**src/rtl/block_search_scheduler.sv**
```systemverilog
// block_search_scheduler
// Sequences motion-search candidate offsets for a frame of blocks. For each
// block it walks every vertical offset v = 0..VMAX (outer loop) and, within
// each, every horizontal offset h = HMAX..0 (inner loop), presenting {v,h} on
// a valid/ready handshake. The number of blocks issued but not yet answered
// by the minimum finder (res_valid) is limited to max_inflight.
//
// Ports:
//   clk, reset_n         clock, asynchronous active-low reset
//   start, num_blocks    frame start (IDLE only) and block count
//   abort                stop issuing; drain outstanding results
//   cand_valid/ready     candidate handshake
//   cand_coords          {v[7:0], h[7:0]} offset of the presented candidate
//   cand_blk_index       block index of the presented candidate
//   res_valid            one strobe per finished block
//   busy, done           not-IDLE indicator, one-cycle frame-complete pulse
//   err_unexpected       sticky: a result arrived with nothing in flight
module block_search_scheduler #(
  parameter int blk_h        = 16,
  parameter int blk_w        = 16,
  parameter int search_blk_w = 64,
  parameter int search_blk_h = 32,
  parameter int max_inflight = 2
) (
  input  logic        clk,
  input  logic        reset_n,
  input  logic        start,
  input  logic [15:0] num_blocks,
  input  logic        abort,
  output logic        cand_valid,
  input  logic        cand_ready,
  output logic [15:0] cand_coords,
  output logic [15:0] cand_blk_index,
  input  logic        res_valid,
  output logic        busy,
  output logic        done,
  output logic        err_unexpected
);

  localparam int VMAX_I = search_blk_h - blk_h - 1;
  localparam int HMAX_I = search_blk_w - blk_w - 1;

  generate
    if (VMAX_I < 0 || HMAX_I < 0 || VMAX_I > 255 || HMAX_I > 255) begin : g_bad_window
      $error("block_search_scheduler: search window must exceed block size and fit 8-bit offsets");
    end
    if (max_inflight < 1) begin : g_bad_inflight
      $error("block_search_scheduler: max_inflight must be at least 1");
    end
  endgenerate

  localparam logic [7:0] VMAX = VMAX_I[7:0];
  localparam logic [7:0] HMAX = HMAX_I[7:0];
  localparam int         IFW  = $clog2(max_inflight + 1);
  localparam logic [IFW-1:0] MAX_IF   = IFW'(max_inflight);
  localparam logic [IFW:0]   MAX_IF_X = (IFW+1)'(max_inflight);

  typedef enum logic [2:0] {IDLE, ISSUE, WAIT_CREDIT, DRAIN, DONE} state_t;

  state_t          state_q, state_d;
  logic [7:0]      v_q, v_d, h_q, h_d;
  logic [15:0]     blk_q, blk_d, nb_q, nb_d;
  logic [IFW-1:0]  inflight_q, inflight_d;
  logic            err_q, err_d;

  logic            xfer, last_cand, inc, dec, clr;

  assign cand_valid     = (state_q == ISSUE) && !abort;
  assign cand_coords    = {v_q, h_q};
  assign cand_blk_index = blk_q;
  assign busy           = (state_q != IDLE);
  assign done           = (state_q == DONE);
  assign err_unexpected = err_q;

  assign xfer      = cand_valid && cand_ready;
  assign last_cand = (v_q == VMAX) && (h_q == 8'd0);

  always_comb begin
    state_d = state_q;
    v_d     = v_q;
    h_d     = h_q;
    blk_d   = blk_q;
    nb_d    = nb_q;
    err_d   = err_q;
    inc     = 1'b0;
    clr     = 1'b0;

    case (state_q)
      IDLE: begin
        if (start) begin
          clr   = 1'b1;
          err_d = 1'b0;
          if (num_blocks == 16'd0) begin
            state_d = DONE;
          end else begin
            nb_d    = num_blocks;
            v_d     = 8'd0;
            h_d     = HMAX;
            blk_d   = 16'd0;
            state_d = ISSUE;
          end
        end
      end
      ISSUE: begin
        // abort masks cand_valid, so xfer is already 0 when abort is high
        if (abort) begin
          state_d = DRAIN;
        end else if (xfer) begin
          if (h_q != 8'd0) begin
            h_d = h_q - 8'd1;
          end else begin
            h_d = HMAX;
            if (last_cand) begin
              v_d   = 8'd0;
              inc   = 1'b1;
              blk_d = blk_q + 16'd1;
              // 17-bit compare so num_blocks = 16'hFFFF finishes without wrap
              if (({1'b0, blk_q} + 17'd1) == {1'b0, nb_q}) begin
                state_d = DRAIN;
              end else if (({1'b0, inflight_q} + (IFW+1)'(1)) == MAX_IF_X) begin
                state_d = WAIT_CREDIT;
              end
            end else begin
              v_d = v_q + 8'd1;
            end
          end
        end
      end
      WAIT_CREDIT: begin
        if (abort) begin
          state_d = DRAIN;
        end else if (inflight_q < MAX_IF) begin
          state_d = ISSUE;
        end
      end
      DRAIN: begin
        if (inflight_q == '0) begin
          state_d = DONE;
        end
      end
      DONE: begin
        state_d = abort ? DRAIN : IDLE;
      end
      default: state_d = IDLE;
    endcase

    // A result that coincides with a final issue cancels it, even from zero.
    dec = res_valid && ((inflight_q != '0) || inc);
    if (res_valid && !dec) begin
      err_d = 1'b1;
    end

    if (clr) begin
      inflight_d = '0;
    end else begin
      inflight_d = inflight_q + IFW'(inc) - IFW'(dec);
    end
  end

  always_ff @(posedge clk or negedge reset_n) begin
    if (!reset_n) begin
      state_q    <= IDLE;
      v_q        <= 8'd0;
      h_q        <= 8'd0;
      blk_q      <= 16'd0;
      nb_q       <= 16'd0;
      inflight_q <= '0;
      err_q      <= 1'b0;
    end else begin
      state_q    <= state_d;
      v_q        <= v_d;
      h_q        <= h_d;
      blk_q      <= blk_d;
      nb_q       <= nb_d;
      inflight_q <= inflight_d;
      err_q      <= err_d;
    end
  end

endmodule

```
**config.mk**
```make
export PLATFORM = sky130hd
export DESIGN_NAME = block_search_scheduler
export DESIGN_NICKNAME = d
export VERILOG_FILES = /design/src/rtl/block_search_scheduler.sv
export SDC_FILE = /design/constraint.sdc
export NUM_CORES = 1
export LEC_CHECK = 0
export BUFFER_PORTS_ARGS = -buffer_cell sky130_fd_sc_hd__buf_4
export CAP_MARGIN = 5
export CORE_MARGIN = 1
export CORE_UTILIZATION = 55
export DETAILED_ROUTE_END_ITERATION = 7
export HOLD_SLACK_MARGIN = 0.03
export PLACE_DENSITY = 0.79
export SETUP_SLACK_MARGIN = 0.05
export SYNTH_ARGS = -nofsm -noshare
export SYNTH_HDL_FRONTEND = slang
export SYNTH_SLANG_ARGS = --single-unit
```
**constraint.sdc**
```tcl
create_clock -name clk -period 3 [get_ports clk]
set_input_delay 0.15 -clock clk [delete_from_list [all_inputs] [get_ports clk]]
set_output_delay 0.15 -clock clk [all_outputs]
set_load 0.005 [all_outputs]
```
; ---- Word-level counts from Yosys, hierarchy flattened
; Cells that the tools add are included.
[classes]
addsub = 7
n_lt_le_gt_ge = 1
n_eq_ne = 19
mux = 44
bitwise = 1
n_reduce_logical = 24
[op_table]
columns = operator, n
row1 = $mux 16, 6
row2 = $mux 8, 11
row3 = $mux 3, 11
row4 = $pmux 16 s2, 1
row5 = $pmux 8 s2, 2
row6 = $add 16x1->17 const B, 1
row7 = $eq 17x16->1, 1
row8 = $add 16x1->16 const B, 1
row9 = $logic_not 16->1, 1
row10 = $pmux 3 s5, 1
row11 = $ne 2x2->1 const B, 7
row12 = $reduce_and 7->1, 2
row13 = $ne 3x3->1 const B, 4
row14 = $mux 1, 10
row15 = $eq 3x2->1 const B, 3
row16 = $add 8x1->8 const B, 1
row17 = $eq 8x4->1 const B, 1
row18 = $logic_not 8->1, 1
row19 = $reduce_bool 2->1, 4
row20 = $reduce_bool 8->1, 1
row21 = $sub 8x1->8 const B, 1
row22 = $reduce_and 6->1, 1
row23 = $logic_and 1x1->1, 5
row24 = $reduce_and 5->1, 1
row25 = 16 further kinds, 18
[totals]
register_bits = 54
inputBits = 22
wordCells = 103

; ---- Depth between registers and ports, before layout
; Gate-level depths: netlist of the first run.
[depth]
ltp_word = 13
ltp_mapped = 12
depth_no_buf = 12

; ---- Worst setup path after synthesis of the first run
; OpenSTA, ideal clock, no wires.
[synth_path]
kind = flip-flop to flip-flop
startpoint = register h_q[5]
endpoint = register inflight_q[1]
arrival_ns = 2.277
required_ns = 2.873
slack_ns = 0.595
stages_incl_launch_ff = 12
period_less_slack_ns = 2.405
path_cell_list = dfrtp_1 > nor4_2 > nand3_1 > nor2_1 > nand3_1 > a21boi_0 > ha_1 > inv_1 > ha_1 > xor2_1 > xnor2_1 > nor2_1
[synth_between]
elab_chain_len = 11
word_cells_on_any_way = 13
[synth_lines]
columns = item, line
row1 = start: declaration, 61  ; logic [7:0] v_q, v_d, h_q, h_d;
row2 = start signal: assignment, 164  ; h_q <= 8'd0;
row3 = start signal: assignment, 172  ; h_q <= h_d;
row4 = $logic_not 8->1, 76  ; assign last_cand = (v_q == VMAX) && (h_q == 8'd0);
row5 = $logic_and 1x1->1, 76
row6 = $mux 1, 113  ; if (last_cand) begin
row7 = $mux 1 (*), 109  ; if (h_q != 8'd0) begin
row8 = $mux 1 (*), 108  ; end else if (xfer) begin
row9 = $mux 1 (*), 106  ; if (abort) begin
row10 = $mux 1 (*), 88  ; case (state_q)
row11 = branches (longest 2 deep; another with $add 2x1->2), n/a
row12 = $sub 2x1->2 (*), 156  ; inflight_d = inflight_q + IFW'(inc) - IFW'(dec);
row13 = $mux 2 (*), 153  ; if (clr) begin
row14 = via inflight_d[1], 63  ; logic [IFW-1:0] inflight_q, inflight_d;
row15 = end signal: assignment, 175  ; inflight_q <= inflight_d;
row16 = end: declaration, 63
; Mark *: on every way through the listed nets, which the timed path passes.
; A chain may end at the register's enable or synchronous reset.

; ---- Worst setup path after layout of the first run
[layout_path]
startpoint = register h_q[4]
endpoint = register inflight_q[1]
; Same word-level chain as after synthesis.

==> impl_metrics.tcl, run 1 <==
set metrics [dict create \
    multiInputGateArea_sq_um 1760 \
    dp.final_hpwl_mm 5.64 \
    grt_overflow 0 \
    arrival_ps 2890 \
    crit_family "simple AND/OR/NAND/NOR gates" \
    die_w_microns 78.5 \
    final_common_cell "buf_4" \
    fill_cells 482 \
    hold_viol 0 \
    insertion_delay_ps 310 \
    ctsHoldBuffers 1 \
    ant_nets 0 \
    syn_inst 348 \
    synthSimpleGateAreaFrac_pct 22.6 \
    synth.largest_area_cell "dfrtp_1" \
    via_per_inst 6.07 \
    cts_root_buf "clkbuf_8" \
    final_cell_mix "buf_4, dfrtp_1, nand2_1" \
    path_cells "nor4_2 > nand3_1 > nor2_1 > buf_4 > nand3_1 > a21boi_0 > ha_1 > inv_1 > ha_1 > xor2_1 > xnor2_1 > nor2_1" \
    num-nets-final 429 \
    synth.distinct_cells 53 \
    reg2reg_to "inflight_q[1]" \
    ys_ff_latch 54 \
    yosys_warnings 0 \
    pre_cts_slack_ps 386 \
    switching_power_mw 1.18 \
    rsz0062_at_grt "no" \
    worst_slack_ps 308 \
    finalSetupTns_ps 0 \
    criticalPathCategory "reg -> reg" \
    yosysSeqAreaShare_pct 41.9 \
    drtIter0Drc 251 \
    endpoint "inflight_q[1]" \
    maxSlewViolCount 0 \
    grt_pass1_vias 2792 \
    critPathMaxStageDelay_ps 460 \
    grt_max_degree 55 \
    synth_area_leaders "dfrtp_1, mux2_2, o21ai_0" \
    slew_headroom_pct 54.5 \
    rows 27 \
    grt_usage_pct 27.8 \
    die_y_microns 78.5 \
    cts-buffers-inserted 5 \
    path_clk_slew_ps 110 \
    cp_num_buf_inv 2 \
    syn-num-nets 376 \
    netlist_area_sq_um 3220 \
    synth_xor_area_share_pct 7.84 \
    antenna_cells 0 \
    portBuffers 57 \
    grt_pass1_wl_mm 13.4 \
    status "finished, final reports clean" \
    die_area_sq_um 6170 \
    route.detailed.wl_per_inst_microns 16.4 \
    synth_adder_area_share_pct 2.33 \
    place_congestion 0.889 \
    post-route-period-util_pct 89.7 \
    totalWireLength_mm 7.77 \
    sw_frac_of_total_pct 39.7 \
    p_comb_share_pct 43.0 \
    drc 0 \
    power_leakage_nw 1.67 \
    core_area_sq_um 5570 \
    vias 2877 \
    cp.required_ps 3200 \
    r2r_slack_ps 310 \
    fin_skew_ps 5.67 \
    post_cts_resize_count 0 \
    hold_class "in -> reg" \
    finish.instance_area_sq_um 3820 \
    end_kind "register" \
    min_period_ps 2690 \
    crit_fanout 6 \
    yosys.area.top_type_share_pct 41.9 \
    cap_viol_max_count 0 \
    cp.depth 12 \
    dpl_cell_area_sq_um 3690 \
    ir_drop_mv 0.419 \
    pwr-share-clk_pct 17.4 \
    clockBufferDepth 2 \
    antenna_found_initial 0 \
    cts_setup_buffers 0 \
    startpoint "h_q[4]" \
    start_kind "register" \
    p_int_mw 1.79 \
    async_reset_ff_share_pct 100 \
    slowest_stage "dfrtp_1" \
    seq_power_share_pct 39.5 \
    synth-compound-area-share_pct 15.0 \
    holdWs_ps 70.8 \
    boundaryPins 58 \
    worst_slew_pin_slew_ps 682 \
    synth_top_family_by_area "simple AND/OR/NAND/NOR gates" \
    dr.pass1.iters 5 \
    synthFlopType "dfrtp_1" \
    area.sequential_sq_um 1350 \
    cts_max_level 2 \
    timing.fmax_mhz 372 \
    cts_tree "built" \
    syn2layout_area_growth_pct 18.5 \
    setup_violations 0 \
    clock_sinks 54 \
    layout-drive-gt1-share_pct 24.6 \
    pwr_density_cell_nw_per_um2 780 \
    avgSynthCellArea_sq_um 9.26 \
    start_util_pct 57.8 \
    synth_edf_count 0 \
    synthMuxAreaShare_pct 6.87 \
    r2r-start "h_q[4]" \
    reg2regPathDepth 12 \
]
[synthesized netlist by cell type, types with 4 or more instances]
master    count
o41ai_1       4
a21oi_1      13
nand3_1      13
buf_2        10
nor3b_1       5
ha_1          6
nor3_1        6
nand2b_1      8
nand4_1       7
o21ai_0      35
o31ai_1       8
and3_1        5
dfrtp_1      54
xnor2_1      14
mux2_2       17
inv_1         8
nor4_1       10
nor2_1       28
nand2_1      36
xor2_1       13
[power by group through the flow]
| stage | combinational (mW) | sequential [mW] | clock [mW] |
|---|---|---|---|
| 6_report | 1.28 | 1.18 | 0.520 |
| 5_1_grt | 1.46 | 1.21 | 0.552 |
| 4_1_cts | 1.29 | 1.17 | 0.524 |
| 3_5_place_dp | 1.28 | 1.19 | 0 |
| 3_3_place_gp | 1.24 | 1.17 | 0 |
| 2_1_floorplan | 0.949 | 1.10 | 0 |
[flip-flops by register name (all words and copies together), names as in the netlist]
signal          cells
cand_blk_index     16
err_unexpected      1
h_q                 8
inflight_q          2
nb_q               16
state_q             3
v_q                 8
[worst min path at each step]
stage | from | endpoint | slack, ps | cells past startpoint
6_report | num_blocks[12] | nb_q[12] | 70 | 2
5_1_grt | num_blocks[1] | nb_q[1] | 70 | 2
4_1_cts | num_blocks[12] | nb_q[12] | 70 | 2
3_5_place_dp | reset_n | nb_q[3] | 230 | 1
3_3_place_gp | reset_n | nb_q[4] | 240 | 1
2_1_floorplan | reset_n | cand_blk_index[0] | -150 | 0
[metal layers]
| metal | part of all wire, % | track usage (%) |
|---|---|---|
| met4 | 1.8 | 10.4 |
| met5 | 0 | 0 |
| met2 | 47 | 42.3 |
| met3 | 6.2 | 4.53 |
| met1 | 45 | 39.7 |
[logic make-up (layout without fill, tap and decap cells)]
family	Yosys count	count (layout)
AOI/OAI and AO/OA	78	78
xor gates and xnor gates	28	28
adders and majority gates	6	6
buffers and inverters	24	78
DFF	54	54
muxes	20	20
and+or+nand+nor	138	138
[metrics by stage]
step | util (%) | std cells | power (mW)
2_1_floorplan | - | 348 | 2.05
3_3_place_gp | 66.2 | 465 | 2.41
3_5_place_dp | 66.2 | 465 | 2.46
4_1_cts | 68.5 | 474 | 2.99
5_1_grt | 68.5 | 474 | 3.22
6_report | 68.5 | 474 | 2.98
[cell type report]
type / instances / share of cell area [%]
clock buffers: 5 / 1.80
clock inverters: 3 / 1.25
inverters: 8 / 0.786
multi-input cells: 270 / 46.2
flip-flops and latches: 54 / 35.4
well taps: 72 / 2.36
repair buffers: 62 / 12.3
Power figures use the tool's default switching activity.
==> inputs of run 2 (changes only) <==
Settings changed: CORE_ASPECT_RATIO set to 0.6.
==> impl_metrics.tcl, run 2 (synthesis gave the netlist of run 1 again) <==
set metrics [dict create \
    status "finished, final reports clean" \
    ant_nets 0 \
    die_area_sq_um 6180 \
    ir_drop_mv 0.467 \
    setup_violations 0 \
    totalWireLength_mm 7.92 \
    grt_max_degree 55 \
    hold_class "in -> reg" \
    hold_viol 0 \
    layout-drive-gt1-share_pct 24.4 \
    cts-buffers-inserted 5 \
    core_area_sq_um 5600 \
    seq_power_share_pct 41.4 \
    fin_skew_ps 11.0 \
    cap_viol_max_count 0 \
    die_w_microns 101 \
    grt_overflow 0 \
    worst_slew_pin_slew_ps 671 \
    clock_sinks 54 \
    place_congestion 0.878 \
    syn2layout_area_growth_pct 17.8 \
    boundaryPins 58 \
    grt_pass1_vias 2434 \
    die_y_microns 61.3 \
    end_kind "register" \
    rsz0062_at_grt "no" \
    cp.required_ps 3190 \
    dp.final_hpwl_mm 5.95 \
    cts_root_buf "clkbuf_8" \
    crit_fanout 6 \
    drc 0 \
    p_comb_share_pct 44.7 \
    grt_pass1_wl_mm 12.7 \
    portBuffers 57 \
    dr.pass1.iters 5 \
    pwr-share-clk_pct 13.9 \
    timing.fmax_mhz 367 \
    final_util_pct 67.8 \
    finalSetupTns_ps 0 \
    maxSlewViolCount 0 \
    slew_headroom_pct 55.3 \
    route.detailed.wl_per_inst_microns 16.5 \
    path_clk_slew_ps 100 \
    power_leakage_nw 1.65 \
    final_cell_mix "buf_4, dfrtp_1, nand2_1" \
    rows 21 \
    via_per_inst 5.95 \
    pwr_density_cell_nw_per_um2 763 \
    insertion_delay_ps 310 \
    start_kind "register" \
    slowest_stage "dfrtp_1" \
    post-route-period-util_pct 90.8 \
    arrival_ps 2920 \
    sw_frac_of_total_pct 40.9 \
    clockBufferDepth 2 \
    final_common_cell "buf_4" \
    path_cells "nor4_2 > nand3_1 > nor2_1 > nand3_1 > a21boi_0 > ha_1 > inv_1 > ha_1 > xor2_1 > xnor2_1 > nor2_1" \
    vias 2863 \
    antenna_cells 0 \
    switching_power_mw 1.18 \
    criticalPathCategory "reg -> reg" \
    cts_max_level 2 \
    post_cts_resize_count 0 \
    grt_usage_pct 27.5 \
    min_period_ps 2730 \
    num-nets-final 429 \
    p_int_mw 1.71 \
    drtIter0Drc 198 \
    antenna_found_initial 0 \
    start_util_pct 57.6 \
    critPathMaxStageDelay_ps 440 \
    cts_tree "built" \
]
run 2: changes by cell type in the layout (fill, tap and decap cells not counted), sizes merged:
| cell | delta |
|---|---|
| bufinv | -1 |
| inv | -1 |
| clkinv | +1 |
run 2: metrics by stage:
stage               std cells  hold slack, ps  instance area, sq um  setup WS (ps)  power (mW)
floorplan                 348            -146                  3220            595        2.05
global placement          473             234                  3700            396        2.43
detailed placement        473             228                  3700            287        2.48
CTS                       481            70.3                  3790            265        2.89
global route              481            64.4                  3790           69.6        3.11
finish                    481            77.0                  3790            275        2.89
run 2: path summary, 6_finish.rpt:
kind,startpoint,endpoint,slack [ps],cells after the start
worst max register to register,h_q[5],inflight_q[1],270,11
worst min-delay path,num_blocks[10],nb_q[10],80,2
worst max-delay path,h_q[5],inflight_q[1],270,11
min in group asynchronous,reset_n,err_unexpected,400,2
max in group asynchronous,reset_n,nb_q[15],2130,2
worst min register to register,err_unexpected,err_unexpected,510,1
run 2: power by group through the flow:
stage | registers [mW] | logic, mW | clock network (mW)
6_report | 1.20 | 1.29 | 0.403
5_1_grt | 1.23 | 1.43 | 0.446
4_1_cts | 1.19 | 1.29 | 0.414
3_5_place_dp | 1.20 | 1.28 | 0
3_3_place_gp | 1.19 | 1.24 | 0
2_1_floorplan | 1.10 | 0.949 | 0
run 2: routing by layer:
| layer | wire length [microns] | track usage [%] |
|---|---|---|
| met3 | 572 | 4.77 |
| met4 | 68 | 8.07 |
| met2 | 3290 | 38.1 |
| met1 | 3990 | 43.6 |
| met5 | 0 | 0 |
run 2: layout make-up:
| type | instances | area, sq um |
|---|---|---|
| flip-flops and latches | 54 | 1350 |
| inverters | 8 | 30.0 |
| well taps | 80 | 100 |
| clock inverters | 2 | 13.8 |
| multi-input cells | 270 | 1760 |
| fillers | 472 | 1800 |
| clock buffers | 5 | 68.8 |
| repair buffers | 62 | 468 |
run 2: critical path: cells and delay by family, from the launching register on:
family                     cells  cell delay, ps
DFF                            1             440
buffers and inverters          1              50
xor gates and xnor gates       2             310
and+or+nand+nor                5            1210
AOI/OAI and AO/OA              1             210
adders and majority gates      2             390
run 2: timing repair:
item / in CTS / in global routing
hold buffers: 1 / 0
endpoints found under the hold margin: 54 / 0
setup buffers: 0 / 0
==> inputs of run 3 (changes only) <==
Settings changed: CORE_UTILIZATION 55 to 51, PLACE_DENSITY 0.79 to 0.77.
Clock period 3 ns to 2.4 ns, I/O delays scaled along.
==> impl_metrics.tcl, run 3 (synthesis gave the netlist of run 1 again) <==
set metrics [dict create \
    power_leakage_nw 1.91 \
    rows 22 \
    start_util_pct 52.7 \
    syn2layout_area_growth_pct 32.5 \
    die_w_microns 105 \
    layout-drive-gt1-share_pct 35.3 \
    core_area_sq_um 6110 \
    boundaryPins 58 \
    dp.final_hpwl_mm 6.53 \
    drtIter0Drc 323 \
    cts_tree "built" \
    route.detailed.wl_per_inst_microns 16.2 \
    grt_pass1_vias 2707 \
    pwr-share-clk_pct 15.0 \
    die_y_microns 63.6 \
    status "finished, final reports clean" \
    final_util_pct 69.9 \
    die_area_sq_um 6650 \
    switching_power_mw 1.56 \
    power_mw 4.00 \
    antenna_found_initial 0 \
    grt_max_degree 55 \
    start_kind "register" \
    ir_drop_mv 0.598 \
    instances_no_fill 532 \
    dpl_cell_area_sq_um 4020 \
    clockBufferDepth 2 \
    reg2regPathDepth 9 \
    clock_sinks 54 \
    insertion_delay_ps 300 \
    totalWireLength_mm 8.63 \
    dr.pass1.iters 5 \
    min_delay_path_depth 2 \
    cts_max_level 2 \
    pwr_density_cell_nw_per_um2 936 \
    post-route-period-util_pct 98.3 \
    final_cell_mix "buf_4, dfrtp_1, nand2_1, o21ai_0, nor2_1" \
    grt_pass1_wl_mm 13.9 \
    vias 3035 \
    place_inst 518 \
    hold_class "in -> reg" \
    finish.instance_area_sq_um 4270 \
    place_congestion 0.941 \
    antenna_cells 0 \
    cap_viol_max_count 0 \
    ant_nets 0 \
    sw_frac_of_total_pct 39.1 \
    p_comb_share_pct 48.8 \
    cts-buffers-inserted 5 \
    via_per_inst 5.70 \
    crit_fanout 3 \
    arrival_ps 2550 \
    cp.required_ps 2590 \
    drc 0 \
    worst_slew_pin_slew_ps 689 \
    fin_skew_ps 5.08 \
    path_clk_slew_ps 100 \
    grt_overflow 0 \
    hold_viol 0 \
    finalSetupTns_ps 0 \
    portBuffers 57 \
    seq_power_share_pct 36.2 \
    rsz0062_at_grt "yes" \
    p_int_mw 2.44 \
    final_common_cell "buf_4" \
    slew_headroom_pct 54.1 \
    num-nets-final 476 \
    setup_violations 0 \
    grt_usage_pct 26.9 \
    maxSlewViolCount 0 \
    end_kind "register" \
    criticalPathCategory "reg -> reg" \
    min_period_ps 2360 \
    timing.fmax_mhz 424 \
    cts_root_buf "clkbuf_8" \
]
[run 3: worst paths after layout]
path | start | slack (ps) | endpoint
min reg2reg | err_unexpected | 500 | err_unexpected
max in group asynchronous | reset_n | 1520 | cand_blk_index[1]
min | num_blocks[12] | 50 | nb_q[12]
min in group asynchronous | reset_n | 400 | nb_q[0]
max | cand_blk_index[0] | 40 | state_q[0]
max reg2reg | cand_blk_index[0] | 40 | state_q[0]
[run 3: power by group through the flow]
stage	registers [mW]	logic, mW	clock network [mW]
final	1.45	1.95	0.600
after global routing	1.48	2.15	0.650
after CTS	1.42	1.85	0.608
after detailed placement	1.45	1.84	0
after global placement	1.43	1.80	0
after floorplan	1.37	1.19	0
[run 3: cell type report]
cell class              instances  area [sq um]
fillers                       462          1840
repair buffers                109           821
clock inverters                 2          38.8
inverters                       8          30.0
well taps                      84           105
clock buffers                   5          68.8
multi-input cells             270          1850
flip-flops and latches         54          1350
[run 3: metrics by stage]
step           hold slack [ps]  setup slack [ps]
6_report                  53.1              40.9
5_1_grt                   43.7             -55.1
4_1_cts                   51.1              77.2
3_5_place_dp               209              69.5
3_3_place_gp               208               170
2_1_floorplan             -176              57.5
[run 3: repair_timing]
action	in CTS	in global routing
hold endpoints to repair	54	0
pin swaps	1	9
gates resized for setup	0	16
endpoints found under the setup margin	1	9
setup buffers	1	5
hold buffers	1	0
[run 3: layer usage]
metal / track usage, % / up-vias / wire (microns)
met4: 3.52 / 0 / 31
met3: 3.83 / 6 / 745
met5: 0 / - / 0
li1: - / 1454 / -
met2: 36.9 / 128 / 3450
met1: 44.7 / 1447 / 4400
[run 3: worst max-delay path, cell delays in order (launching register included)]
cell	delay, ps
dfrtp_1	430
ha_4	170
nand4_4	120
or4_4	590
xnor2_2	180
o311ai_2	130
nor4_2	250
buf_4	170
o21ai_4	60
mux2i_1	130
